==> config.mk <==
export PLATFORM = sky130hd
export DESIGN_NAME = digtal_uart_tx_arbiter
export DESIGN_NICKNAME = d
export VERILOG_FILES = /design/src/rtl/digtal_uart_tx_arbiter.sv
export SDC_FILE = /design/constraint.sdc
export NUM_CORES = 1
export LEC_CHECK = 0
export ABC_AREA = 1
export BUFFER_PORTS_ARGS = -buffer_cell sky130_fd_sc_hd__buf_2
export CORE_MARGIN = 2
export CORE_UTILIZATION = 40
export DETAILED_ROUTE_END_ITERATION = 12
export HOLD_SLACK_MARGIN = 0.06
export PLACE_DENSITY = 0.72
export SETUP_SLACK_MARGIN = 0.02
export SYNTH_ARGS = -nofsm -noshare
export SYNTH_HDL_FRONTEND = slang
export SYNTH_SLANG_ARGS = --single-unit
==> constraint.sdc <==
create_clock -name Clock -period 3.6 [get_ports Clock]
set_input_delay 0.36 -clock Clock [delete_from_list [all_inputs] [get_ports Clock]]
set_output_delay 0.36 -clock Clock [all_outputs]
set_load 0.02 [all_outputs]
==> src/rtl/digtal_uart_tx_arbiter.sv <==
// Round-robin arbiter sharing one UART TX line, paced by Baud16X.
// Optional even-parity bit: define DIGTAL_UART_TX_PARITY_EN.
module digtal_uart_tx_arbiter #(
    parameter int REQ_NUM   = 4,
    parameter int DATA_BITS = 8,
    parameter int STOP_BITS = 1
) (
    input  logic                 Clock,
    input  logic                 Reset_N,
    input  logic                 Baud16X,
    input  logic [REQ_NUM-1:0]   Req,
    input  logic [REQ_NUM*8-1:0] Data,
    output logic [REQ_NUM-1:0]   Ack,
    output logic [2:0]           Grant_Id,
    output logic                 Busy,
    output logic                 TxD
);

`ifdef DIGTAL_UART_TX_PARITY_EN
    typedef enum logic [2:0] {
        IDLE, ALIGN, START, DATA, PARITY, STOP
    } state_t;
`else
    typedef enum logic [2:0] {
        IDLE, ALIGN, START, DATA, STOP
    } state_t;
`endif

    state_t                 state;
    state_t                 state_nxt;
    logic                   baud_d;
    logic                   tick;
    logic                   bit_end;
    logic [3:0]             tick_cnt;
    logic [2:0]             bit_cnt;
    logic [DATA_BITS-1:0]   shift_q;
    logic [2:0]             rr_ptr;
    logic                   hi_hit;
    logic                   lo_hit;
    logic [2:0]             hi_idx;
    logic [2:0]             lo_idx;
    logic                   gnt_valid;
    logic [2:0]             gnt_idx;
    logic [DATA_BITS-1:0]   sel_data;
    logic [REQ_NUM-1:0]     ack_nxt;
`ifdef DIGTAL_UART_TX_PARITY_EN
    logic                   parity_q;
`endif

    assign tick    = Baud16X & ~baud_d;
    assign bit_end = tick & (tick_cnt == 4'd15);

    // Round-robin pick: lowest requester at/after the pointer, else lowest overall
    always_comb begin
        hi_hit = 1'b0;
        lo_hit = 1'b0;
        hi_idx = 3'd0;
        lo_idx = 3'd0;
        for (int i = REQ_NUM - 1; i >= 0; i--) begin
            if (Req[i]) begin
                if (3'(i) >= rr_ptr) begin
                    hi_hit = 1'b1;
                    hi_idx = 3'(i);
                end
                lo_hit = 1'b1;
                lo_idx = 3'(i);
            end
        end
        gnt_valid = lo_hit;
        gnt_idx   = hi_hit ? hi_idx : lo_idx;
    end

    // Select the granted byte slice and build the one-hot acknowledge
    always_comb begin
        sel_data = '0;
        ack_nxt  = '0;
        for (int i = 0; i < REQ_NUM; i++) begin
            if (gnt_idx == 3'(i)) begin
                sel_data   = Data[i*8 +: DATA_BITS];
                ack_nxt[i] = gnt_valid;
            end
        end
    end

    // State register
    always_ff @(posedge Clock or negedge Reset_N) begin
        if (!Reset_N) state <= IDLE;
        else          state <= state_nxt;
    end

    // Next-state logic; every bit boundary lands on a tick-counter wrap
    always_comb begin
        state_nxt = state;
        unique case (state)
            IDLE:  if (gnt_valid) state_nxt = ALIGN;
            ALIGN: if (tick)      state_nxt = START;
            START: if (bit_end)   state_nxt = DATA;
            DATA: begin
                if (bit_end && bit_cnt == 3'(DATA_BITS - 1)) begin
`ifdef DIGTAL_UART_TX_PARITY_EN
                    state_nxt = PARITY;
`else
                    state_nxt = STOP;
`endif
                end
            end
`ifdef DIGTAL_UART_TX_PARITY_EN
            PARITY: if (bit_end) state_nxt = STOP;
`endif
            STOP: begin
                if (bit_end && bit_cnt == 3'(STOP_BITS - 1))
                    state_nxt = IDLE;
            end
            default: state_nxt = IDLE;
        endcase
    end

    // Datapath: grant capture, tick/bit counters, shift register
    always_ff @(posedge Clock or negedge Reset_N) begin
        if (!Reset_N) begin
            baud_d   <= 1'b0;
            tick_cnt <= 4'd0;
            bit_cnt  <= 3'd0;
            shift_q  <= '0;
            rr_ptr   <= 3'd0;
            Ack      <= '0;
            Grant_Id <= 3'd0;
`ifdef DIGTAL_UART_TX_PARITY_EN
            parity_q <= 1'b0;
`endif
        end else begin
            baud_d <= Baud16X;
            Ack    <= '0;
            if (state == IDLE) begin
                if (gnt_valid) begin
                    shift_q  <= sel_data;
                    Grant_Id <= gnt_idx;
                    Ack      <= ack_nxt;
                    rr_ptr   <= (gnt_idx == 3'(REQ_NUM - 1)) ?
                                3'd0 : gnt_idx + 3'd1;
`ifdef DIGTAL_UART_TX_PARITY_EN
                    parity_q <= ^sel_data;
`endif
                end
            end else if (state == ALIGN) begin
                bit_cnt <= 3'd0;
                if (tick) tick_cnt <= 4'd0;
            end else if (tick) begin
                tick_cnt <= tick_cnt + 4'd1;
                if (bit_end) begin
                    bit_cnt <= (state_nxt != state) ?
                               3'd0 : bit_cnt + 3'd1;
                    if (state == DATA) shift_q <= shift_q >> 1;
                end
            end
        end
    end

    // Line level and busy flag decoded from the current state
    always_comb begin
        Busy = (state != IDLE);
        TxD  = 1'b1;
        case (state)
            START:  TxD = 1'b0;
            DATA:   TxD = shift_q[0];
`ifdef DIGTAL_UART_TX_PARITY_EN
            PARITY: TxD = parity_q;
`endif
            default: TxD = 1'b1;
        endcase
    end

endmodule

==> metrics.cfg <==
[die]
ios = 48
rows = 24
die_area_sq_mm = 0.00490
die-width_um = 70.0
start_util_pct = 40.9
die_h_um = 70.0
core_area_sq_mm = 0.00426

[clock_network]
numCtsBuffers = 3
path_clk_slew_ps = 90
ctsHoldBuffers = 0
htreeDepth = 1
clkLatencyLatePin_ps = 270
root_buffer = clkbuf_8
cts_buffer_depth = 2
clkSinkCount = 27
cts_setup_buffers = 0
cts_resized = 0
cts_tree = done

[grt]
top_usage_layer = met2
grt_use_met3_pct = 3.61
grt_max_degree = 28
grt_pass1_wl_um = 6650
grt_pass1_vias = 1611
gr-total-overflow = 0
use_met1_pct = 21.1
grt_use_total_pct = 16.4
antenna_found_initial = 0
met2_usage_pct = 27.6

[synthesis]
ys_seq_area_share_pct = 38.7
synthMuxAreaShare_pct = 0
synth_top_family_by_area = simple AND/OR/NAND/NOR gates
synth_area_sq_mm = 0.00174
yosysUniqueCellTypes = 30
post_synth.cell_area_avg_sq_um = 6.98
ys_seq_elements = 27
synth_xor_area_share_pct = 0.502
ys_warn_count = 0
synth-simple-area-share_pct = 31.2
syn-num-nets = 297
synth-compound-area-share_pct = 14.6
synthCells = 250
synth_adder_area_share_pct = 5.74

[setup_path]
slowest_delay_ps = 380
path_cells = inv_1 -> o21ai_0 -> nand2_1 -> nor2_1 -> nand2_1 -> nand3_1 -> inv_1 -> ha_1 -> nor2_2 -> nand2_1 -> nand2_1 -> o21ai_0 -> nand2_1 -> nand2_1 -> nand2_1 -> nand2_1 -> o21ai_0
worstReg2RegEnd = shift_q[0]$_DFFE_PN0P_
cp_max_fo = 10
worst-path-buf-inv = 2
crit_type = reg -> reg
rr_worst_depth = 17
required_ps = 3800
startpoint = rr_ptr[1]$_DFFE_PN0P_
start_kind = flop
critPathCaptureType = flop
arrival_ps = 2620
path_delay_family = simple AND/OR/NAND/NOR gates
ff2ff_setup_slack_ps = 1170
reg2reg_from = rr_ptr[1]$_DFFE_PN0P_
cp_slowest_cell = dfrtp_1
cpMostUsedCell = nand2_1

[placement]
place_ws_ps = 1190
finalWeightedCongestion = 0.855
numPlacedInstances = 342
dpl.hpwl_um = 3010
port_buffers = 46

[cells_and_area]
final_cell_mix = 75 x nand2_1, 46 x buf_2, 38 x nor2_1
syn_to_final_growth_pct = 17.0
final_common_cell = nand2_1
stdcell_count = 346
nNetsFinal = 342
antenna_cells = 0
drive_gt1_share_pct = 19.4

[power]
p_int_mw = 0.756
leakage_nw = 1.13
irDropWorstVdd_mv = 0.249
pwr-share-comb_pct = 55.1
power.share.sequential_pct = 32.8
clockPowerShare_pct = 12.1
pwr_density_cell_mw_per_mm2 = 699
p_sw_mw = 0.670
switching_share_pct = 47.0

[min_path]
hold_class = in -> async

[route]
wl_per_cell_um = 10.8
finalWirelength_um = 3720
first_pass_iters = 4
vias = 1662
route.detailed.drc = 0
ant_nets = 0
via_per_inst = 4.80
drtIter0Drc = 65

[timing]
tns_ps = 0
drv_slew = 0
timing.final.ws_setup_ps = 1170
timing.final.crit_share_pct = 67.4
finalClockSkew_ps = 5.07
hold_viol = 0
post-route-min-period_ps = 2430
grt_setup_unrepaired = no
fmax_mhz = 412
setup-violations-final = 0
slew_headroom_pct = 58.6
worstMarginPinSlew_ps = 621

[status]
status = completed

[run]
cap_violations = 0

-- worst max-delay path by stage --
stage | to | cells past startpoint
after floorplan | shift_q[0]$_DFFE_PN0P_ | 18
after global placement | shift_q[0]$_DFFE_PN0P_ | 17
after detailed placement | shift_q[5]$_DFFE_PN0P_ | 15
after CTS | shift_q[5]$_DFFE_PN0P_ | 15
after global routing | shift_q[0]$_DFFE_PN0P_ | 17
final | shift_q[0]$_DFFE_PN0P_ | 17
-- flip-flops by register name, summed over array words and instances, names as in the netlist --
signal and flops:
tick_cnt 4, baud_d 1, bit_cnt 3, Grant_Id 2, Ack 4, shift_q 8
state 3, rr_ptr 2
-- power by group through the flow --
stage | clock, mW | combinational, mW | sequential (mW)
after floorplan | 0 | 0.600 | 0.488
after global placement | 0 | 0.781 | 0.471
after detailed placement | 0 | 0.796 | 0.472
after CTS | 0.178 | 0.798 | 0.467
after global routing | 0.191 | 0.921 | 0.482
final | 0.173 | 0.786 | 0.468
-- logic make-up after synthesis --
kind of cell    after synthesis
other cells                   1
fa+ha+maj                     8
xor+xnor                      1
compound gates               45
flops                        27
buf+inv                      36
simple gates                132
-- through the flow --
stage	cell area (sq um)	power, mW	hold WS (ps)	utilization (%)
6_report	2040	1.43	90.3	47.9
5_1_grt	2040	1.59	133	47.9
4_1_cts	2040	1.44	118	47.9
3_5_place_dp	2000	1.27	416	46.8
3_3_place_gp	2000	1.25	418	46.8
2_1_floorplan	1740	1.09	64.4	-
-- routing by layer --
metal / share of wire (%) / routed length, um
met1: 48 / 1790
met2: 43 / 1620
met3: 7.0 / 260
met4: 1.6 / 58
met5: 0 / 0
-- synthesized netlist by cell type --
| library cell | number | area share, % |
|---|---|---|
| nor3_1 | 1 | 0.29 |
| ha_1 | 8 | 5.7 |
| o21ai_0 | 23 | 6.6 |
| a22oi_1 | 1 | 0.43 |
| conb_1 | 1 | 0.22 |
| nand3_1 | 8 | 2.3 |
| dfrtp_1 | 27 | 39 |
| a21boi_0 | 6 | 2.6 |
| nand2_1 | 75 | 16 |
| buf_4 | 1 | 0.43 |
| o21a_1 | 1 | 0.43 |
| nand2_2 | 1 | 0.36 |
| nor2_4 | 1 | 0.65 |
| inv_2 | 3 | 0.65 |
| nand4_1 | 4 | 1.4 |
| a21oi_1 | 8 | 2.3 |
| clkinv_1 | 1 | 0.22 |
| o21ai_1 | 4 | 1.1 |
| xor2_1 | 1 | 0.50 |
| nor3b_1 | 1 | 0.43 |
| o22ai_2 | 1 | 0.72 |
| clkbuf_1 | 1 | 0.22 |
| nor2_2 | 1 | 0.36 |
| nand3b_1 | 1 | 0.43 |
| o21bai_1 | 1 | 0.43 |
| buf_2 | 2 | 0.57 |
| inv_1 | 26 | 5.6 |
| buf_6 | 2 | 1.3 |
| nor2_1 | 38 | 8.2 |
| nand2_4 | 1 | 0.65 |
-- layout make-up --
cell class                 count  area [sq um]
sequential                    27           676
tap                           52          65.1
timing repair buffer          46           230
clock buffer                   4          45.0
inverter                      30           113
multi-input combinational    187           912
fill                         418          2220
(Power assumes the default switching activity.)
